File: config.mk
export PLATFORM = sky130hd
export DESIGN_NAME = adder_tree_sat
export DESIGN_NICKNAME = d
export VERILOG_FILES = /design/src/rtl/adder_pkg.sv /design/src/rtl/adder_pair_stage.sv /design/src/rtl/adder_tree_sat.sv
export SDC_FILE = /design/constraint.sdc
export NUM_CORES = 1
export LEC_CHECK = 0
export CAP_MARGIN = 20
export CORE_MARGIN = 8
export CORE_UTILIZATION = 45
export DETAILED_ROUTE_END_ITERATION = 7
export DONT_BUFFER_PORTS = 1
export HOLD_SLACK_MARGIN = 0.05
export PLACE_DENSITY = 0.72
export SYNTH_ARGS = -nofsm -noshare
export SYNTH_HDL_FRONTEND = slang
export SYNTH_SLANG_ARGS = --single-unit
File: constraint.sdc
create_clock -name clk -period 3.25 [get_ports clk]
set_clock_uncertainty 0.05 [all_clocks]
set_input_delay 0.4875 -clock clk [delete_from_list [all_inputs] [get_ports clk]]
set_output_delay 0.4875 -clock clk [all_outputs]
set_load 0.01 [all_outputs]
File: src/rtl/adder_pkg.sv
// Shared helpers for the saturating adder tree: tree depth, saturation limits
// and the bit offset of a channel inside a packed bus.
package adder_pkg;

  function automatic int clog2(input int value);
    int r;
    r = 0;
    while ((1 << r) < value) r++;
    return r;
  endfunction

  function automatic longint sat_max(input int width);
    return (longint'(1) <<< (width - 1)) - longint'(1);
  endfunction

  function automatic longint sat_min(input int width);
    return -(longint'(1) <<< (width - 1));
  endfunction

  function automatic int chan_lsb(input int chan, input int width);
    return chan * width;
  endfunction

endpackage

File: src/rtl/adder_pair_stage.sv
// One tree node: registers the one-bit-grown sum of two signed operands
// together with its valid bit, advancing only when the pipeline is enabled.
module adder_pair_stage #(
  parameter int IN_W = 19
) (
  input  logic              clk,
  input  logic              rst_n,
  input  logic              en,
  input  logic              in_valid,
  input  logic [IN_W-1:0]   a,
  input  logic [IN_W-1:0]   b,
  output logic [IN_W:0]     sum,
  output logic              out_valid
);

  logic [IN_W:0] sum_reg;
  logic          valid_reg;

  always_ff @(posedge clk or negedge rst_n) begin
    if (!rst_n) begin
      sum_reg   <= '0;
      valid_reg <= 1'b0;
    end else if (en) begin
      valid_reg <= in_valid;
      // Bubbles leave the data register untouched to save toggling.
      if (in_valid) sum_reg <= {a[IN_W-1], a} + {b[IN_W-1], b};
    end
  end

  assign sum       = sum_reg;
  assign out_valid = valid_reg;

endmodule

File: src/rtl/adder_tree_sat.sv
// Pipelined binary adder tree with exact and saturated/wrapped outputs,
// a global-stall valid/ready handshake and a saturating overflow counter.
module adder_tree_sat
  import adder_pkg::*;
#(
  parameter int WIDTH    = 19,
  parameter int CHANNELS = 4,
  parameter int SAT      = 1
) (
  input  logic                                   clk,
  input  logic                                   rst_n,
  input  logic                                   in_valid,
  output logic                                   in_ready,
  input  logic [CHANNELS*WIDTH-1:0]              in_data,
  output logic                                   out_valid,
  input  logic                                   out_ready,
  output logic [WIDTH-1:0]                       out_sum,
  output logic [WIDTH+clog2(CHANNELS)-1:0]       out_sum_full,
  output logic                                   out_ovf,
  output logic [15:0]                            ovf_count,
  input  logic                                   ovf_clr
);

  localparam int LVL = clog2(CHANNELS);
  localparam int FW  = WIDTH + LVL;
  localparam logic [WIDTH-1:0] SAT_MAX = WIDTH'(sat_max(WIDTH));
  localparam logic [WIDTH-1:0] SAT_MIN = WIDTH'(sat_min(WIDTH));

  logic en;
  assign en       = out_ready | ~out_valid;
  assign in_ready = en;

  genvar gl, gi;
  generate
    for (gl = 0; gl < LVL; gl++) begin : lvl_g
      localparam int IW = WIDTH + gl;
      localparam int NP = CHANNELS >> (gl + 1);

      logic [2*NP*IW-1:0]   in_bus;
      logic                 in_vld;
      logic [NP*(IW+1)-1:0] sum_bus;
      logic [NP-1:0]        vld_bus;

      if (gl == 0) begin : g_leaf
        assign in_bus = in_data;
        assign in_vld = in_valid;
      end else begin : g_inner
        // All nodes of a level share one valid; the reduction just gathers them.
        assign in_bus = lvl_g[gl-1].sum_bus;
        assign in_vld = &lvl_g[gl-1].vld_bus;
      end

      for (gi = 0; gi < NP; gi++) begin : pair_g
        adder_pair_stage #(.IN_W(IW)) u_pair (
          .clk       (clk),
          .rst_n     (rst_n),
          .en        (en),
          .in_valid  (in_vld),
          .a         (in_bus[chan_lsb(2*gi, IW) +: IW]),
          .b         (in_bus[chan_lsb(2*gi+1, IW) +: IW]),
          .sum       (sum_bus[chan_lsb(gi, IW+1) +: IW+1]),
          .out_valid (vld_bus[gi])
        );
      end
    end
  endgenerate

  logic [FW-1:0]    root_sum;
  logic             root_vld;
  logic             ovf_next;
  logic [WIDTH-1:0] sum_next;

  assign root_sum = lvl_g[LVL-1].sum_bus;
  assign root_vld = &lvl_g[LVL-1].vld_bus;

  // The sum fits WIDTH bits exactly when every bit above the WIDTH sign bit repeats it.
  always_comb begin
    ovf_next = (root_sum[FW-1:WIDTH-1] != {(LVL+1){root_sum[FW-1]}});
    sum_next = root_sum[WIDTH-1:0];
    if ((SAT != 0) && ovf_next) sum_next = root_sum[FW-1] ? SAT_MIN : SAT_MAX;
  end

  always_ff @(posedge clk or negedge rst_n) begin
    if (!rst_n) begin
      out_valid    <= 1'b0;
      out_sum      <= '0;
      out_sum_full <= '0;
      out_ovf      <= 1'b0;
    end else if (en) begin
      out_valid <= root_vld;
      if (root_vld) begin
        out_sum      <= sum_next;
        out_sum_full <= root_sum;
        out_ovf      <= ovf_next;
      end
    end
  end

  // A clear coinciding with a counted handshake restarts the count at one.
  always_ff @(posedge clk or negedge rst_n) begin
    if (!rst_n) begin
      ovf_count <= '0;
    end else if (out_valid && out_ready && out_ovf) begin
      if (ovf_clr)                  ovf_count <= 16'd1;
      else if (ovf_count != 16'hFFFF) ovf_count <= ovf_count + 16'd1;
    end else if (ovf_clr) begin
      ovf_count <= '0;
    end
  end

endmodule

* Yosys cells after proc, flatten, opt, wreduce, memory -nomap -nowiden
Index checks and enable logic that the tools add are counted.
** Word-level totals
- Flip-flop bits (word level) :: 121
- Input bits :: 81
- Output and inout bits :: 59
- Logic and storage cells :: 32
** Operators by class
- Add/sub/neg operators :: 4
- Equality and inequality tests :: 2
- Mux-type cells :: 6
- Bitwise gates (word level) :: 2
- Reduce and logical (&&, ||, !) cells :: 8
** Operators by type and width (count)
- 2-to-1 mux 16 bit :: 4
- adder 19 x 19 -> 20 bit :: 2
- 2-to-1 mux 19 bit :: 2
- adder 20 x 20 -> 21 bit :: 1
- adder 16 x 1 -> 16 bit (second input constant) :: 1
- != test 16 bit (second input constant) :: 1
- AND reduction 2 bit :: 4
- nonzero test 2 bit :: 2
- logical AND 1 bit :: 2
- != test 2 bit :: 1
- NOT 1 bit :: 1
- bitwise OR 1 bit :: 1

* Logic depth before layout (Yosys ltp)
- Depth after elaboration :: 4
- Mapped depth :: 9
- Depth with buffers taken out :: 9

* By module
A second synthesis with hierarchy kept.
** Second synthesis, totals
- Cells, all modules :: 861
- Area, all modules :: 7996.4 um2
** Modules (own cells, without submodules)
- adder_tree_sat :: instances 1, cells an instance 240, area each 2541.2 um2, seq. area each 1451.4 um2
- adder_pair_stage at lvl_g[1].pair_g[0].u_pair :: instances 1, cells an instance 211, area each 1828.0 um2, seq. area each 550.5 um2
- adder_pair_stage at lvl_g[0].pair_g[0].u_pair :: instances 1, cells an instance 202, area each 1824.2 um2, seq. area each 525.5 um2
- adder_pair_stage at lvl_g[0].pair_g[1].u_pair :: instances 1, cells an instance 208, area each 1803.0 um2, seq. area each 525.5 um2

* Worst setup path after synthesis
No wires, ideal clock.
- Path type :: input -> register
- Start :: in in_data[0]
- End :: reg lvl_g[0].pair_g[0].u_pair.sum_reg[12]
- Setup time :: 0.125 ns
- Data arrival time :: 2.615 ns
- Data required time :: 3.075 ns
- Slack :: 0.460 ns
- Cell stages on the path :: 9
- Path buffers :: 0
- Cell sequence :: ha_1 -> fa_1 -> a21o_1 -> a311o_1 -> o221a_2 -> o31ai_1 -> nand2b_1 -> xor2_1 -> mux2_2
** On the way
- Word-level cells in the longest chain between the ends :: 1
** Ends and longest elaborated chain
- start: declaration :: line adder_tree_sat.sv:14 : input logic [CHANNELS*WIDTH-1:0] in_data,
- adder 19 x 19 -> 20 bit :: line adder_pair_stage.sv:26 : if (in_valid) sum_reg <= {a[IN_W-1], a} + {b[IN_W-1], b};
- end signal: assignment :: line adder_pair_stage.sv:26
- end: declaration :: line adder_pair_stage.sv:16 : logic [IN_W:0] sum_reg;
Every way passes these cells.
A chain may end at the register's enable or synchronous reset.

* Worst setup path after layout
- Start :: reg lvl_g[0].pair_g[0].u_pair.sum_reg[0]
- End :: reg lvl_g[1].pair_g[0].u_pair.sum_reg[16]
** On the way
- Word-level cells in the longest chain between the ends :: 1
** Ends and longest elaborated chain (line)
- adder 20 x 20 -> 21 bit :: adder_pair_stage.sv:26
- end signal: assignment :: adder_pair_stage.sv:26
- end: declaration :: adder_pair_stage.sv:16
Every way passes these cells.

==> metrics <==
area grow syn2layout 10.1%; share of cells above drive strength 1 7.49%; minimum clock period 2.77 ns; crit path max fanout 4; PD cells 840 mW/mm^2; crit share post-route 85.3%; fill count 1,535; Starting Density 45.5%; vias per cell 5.67; worst r2r path cells 8; mean post-synth cell area 9.06 sq um; Remaining Overflow, GRT 0; post-CTS sizing 0; worst-path cell chain ha_1, fa_1, a211oi_1, o21a_1, o211ai_1, a21oi_1, nor4_1, a2111oi_0; initial antenna violation count 0; CTS Root Cell clkbuf_16; Total Wirelength 18,000 um; flops & latches, synth 121; final slew viol count 0; Post-Layout Cell Count 1,048; Post-synth ARST share 100%; Crit Reg-Reg Startpoint lvl_g[0].pair_g[0].u_pair.sum[0]$_DFFE_PN0P_; Setup TNS 0 ns; cts bufs inserted 17; Final Power 6.90 mW; yosys warns 0; clk sink count 121; CTS Buffer Depth 2; FP Rows 47; Cell Area, Synth 0.00746 sq mm; vias in the first global route 5,888; Final Hold Fails 121; Ports 140; Final nets 958; CP startpoint kind flop; Worst path max stage delay 0.43 ns; placed cell count 1,016; run status finished, violations left; core area 0.0164 sq mm; FMAX 0.361 GHz; synth unique cells 58; Ant. Diodes 0; violated checks negative hold slack; Worst EP required 3.48 ns; Post CTS Setup Buffer Count 0; Syn Nets 966; Crit Path Category flop to flop; Largest register FFs 61; largest net degree at the start of global routing 122; predominant post-synthesis flop cell dfrtp_1; dpl ws 0.228 ns; post-route ant nets 0; worst setup path startpoint lvl_g[0].pair_g[0].u_pair.sum[0]$_DFFE_PN0P_; vias 5,942; wire per inst 17.1 um; number of H-tree levels 4; clock latency on the worst-skew pair 0.41 ns; WP buf/inv 0; Max Cap Viol 0; crit path DAT 3.01 ns; DIE AREA 0.0209 sq mm; Worst VDD drop 0.000408 V; GRT Resource Usage Total 17.6%; I/O Buffers 0; DRC viols 0; clock transition at the registers of the reported paths 0.06 ns; final core utilization 50.0%; WP depth 8; Die Ht 145 um; crit path to lvl_g[1].pair_g[0].u_pair.sum[16]$_DFFE_PN0P_; r2r endpoint lvl_g[1].pair_g[0].u_pair.sum[16]$_DFFE_PN0P_; Worst Hold Slack -0.282 ns; register area share after synthesis 40.6%; DP Wirelength 13,700 um; first-pass iteration count of the detailed router 4; final worst setup slack 0.477 ns; Die W 145 um; CTS tree done; Tightest Hold Check Type input pin to async pin; unrepaired setup endpoints after global routing no; Slowest cell on crit path fa_1; CP endpoint kind flop; commonest non-fill, non-tap cell in the layout nand2_1; Worst Tran Pin Value 0.669 ns; Worst slew margin 55.4%; final setup vio count 0; Starting DRT DRC Count 350; number of enable-type register cells in the synthesized netlist 0; Final GP Congestion 0.894; CP top delay family compound AO/OA/AOI/OAI gates; cell count after synthesis 823; Pleak 3.68 nW; most frequent cells in the layout nand2_1 (122), dfrtp_1 (121), o21ai_0 (91), nor2_1 (64), ha_1 (59); Reg2Reg Setup Slack 0.48 ns; first-pass GRT wire length 29,200 um
metrics by stage:
| stage | cell area (sq um) | hold WS, ns |
|---|---|---|
| floorplan | 7460 | 0.142 |
| global placement | 7650 | 0.147 |
| detailed placement | 7650 | 0.148 |
| CTS | 8210 | -0.304 |
| global route | 8210 | -0.306 |
| finish | 8210 | -0.282 |
where the power goes:
| group | total, mW | switching, mW | internal (mW) |
|---|---|---|---|
| logic | 2.46 | 1.41 | 1.05 |
| registers | 2.69 | 0.613 | 2.07 |
| clock network | 1.75 | 0.667 | 1.08 |
cell type report:
type | instances | area [sq um] | area share [%]
Inverter | 20 | 75.1 | 0.914
Tap cell | 220 | 275 | 3.35
Sequential cell | 121 | 3030 | 36.9
Clock inverter | 13 | 104 | 1.27
Timing Repair Buffer | 5 | 37.5 | 0.457
Multi-Input combinational cell | 650 | 4240 | 51.6
Clock buffer | 19 | 453 | 5.52
kinds of logic after synthesis:
logic type / synth area share (%)
multiplexers: 3.98
buffers and inverters: 2.62
AND/OR/NAND/NOR: 16.7
adder cells (fa/ha/maj): 10.7
XOR/XNOR: 5.99
AO/OA/AOI/OAI: 19.4
flip-flops: 40.6
how the worst min path moves through the flow:
stage,startpoint,end,cells after the start
floorplan,rst_n,lvl_g[0].pair_g[0].u_pair.out_valid$_DFFE_PN0N_,0
finish,rst_n,ovf_count[2]$_DFFE_PN0P_,0
global route,rst_n,ovf_count[4]$_DFFE_PN0P_,0
CTS,rst_n,ovf_count[2]$_DFFE_PN0P_,0
global placement,rst_n,ovf_count[2]$_DFFE_PN0P_,0
detailed placement,rst_n,ovf_count[2]$_DFFE_PN0P_,0
layer usage:
| layer | GRT usage, % | vias to the layer above | part of all wire (%) |
|---|---|---|---|
| li1 | - | 2952 | - |
| met1 | 23.0 | 2783 | 46 |
| met2 | 27.2 | 194 | 44 |
| met3 | 5.81 | 13 | 8.6 |
| met4 | 5.42 | 0 | 0.80 |
| met5 | 0 | - | 0 |
synth_stat cells, types with 2 or more instances:
cell      count  area share (%)
inv_1        20             1.0
nor2b_1       3            0.25
nor3_1       10            0.67
a21oi_1      43             2.9
a31oi_1       3            0.25
buf_1         5            0.25
a211oi_1     14             1.4
nand2_1     123             6.2
clkbuf_1     27             1.4
o21a_1        9            0.91
or4_1         2            0.20
or3_1         2            0.17
mux2i_1       6            0.81
a21o_1       20             2.0
o21bai_1     11             1.1
and3_1        4            0.34
xnor2_1      22             2.6
o31ai_1       3            0.30
nand3_1      25             1.7
and2_1        8            0.67
o221ai_1      3            0.35
nor4_1        4            0.34
nor3b_1       8            0.81
dfrtp_1     121              41
a21boi_0      2            0.20
and4_1        2            0.23
nand2b_1      4            0.34
ha_1         59             9.9
o211ai_1      9            0.91
nor2_1       64             3.2
nand4_1      14             1.2
o21ai_1       3            0.20
nand3b_1      3            0.30
mux2_2       21             3.2
o21ai_0      91             6.1
fa_1          3            0.81
xor2_1       29             3.4
a221oi_1      2            0.23
a311o_1       2            0.27
(Power assumes the default switching activity.)
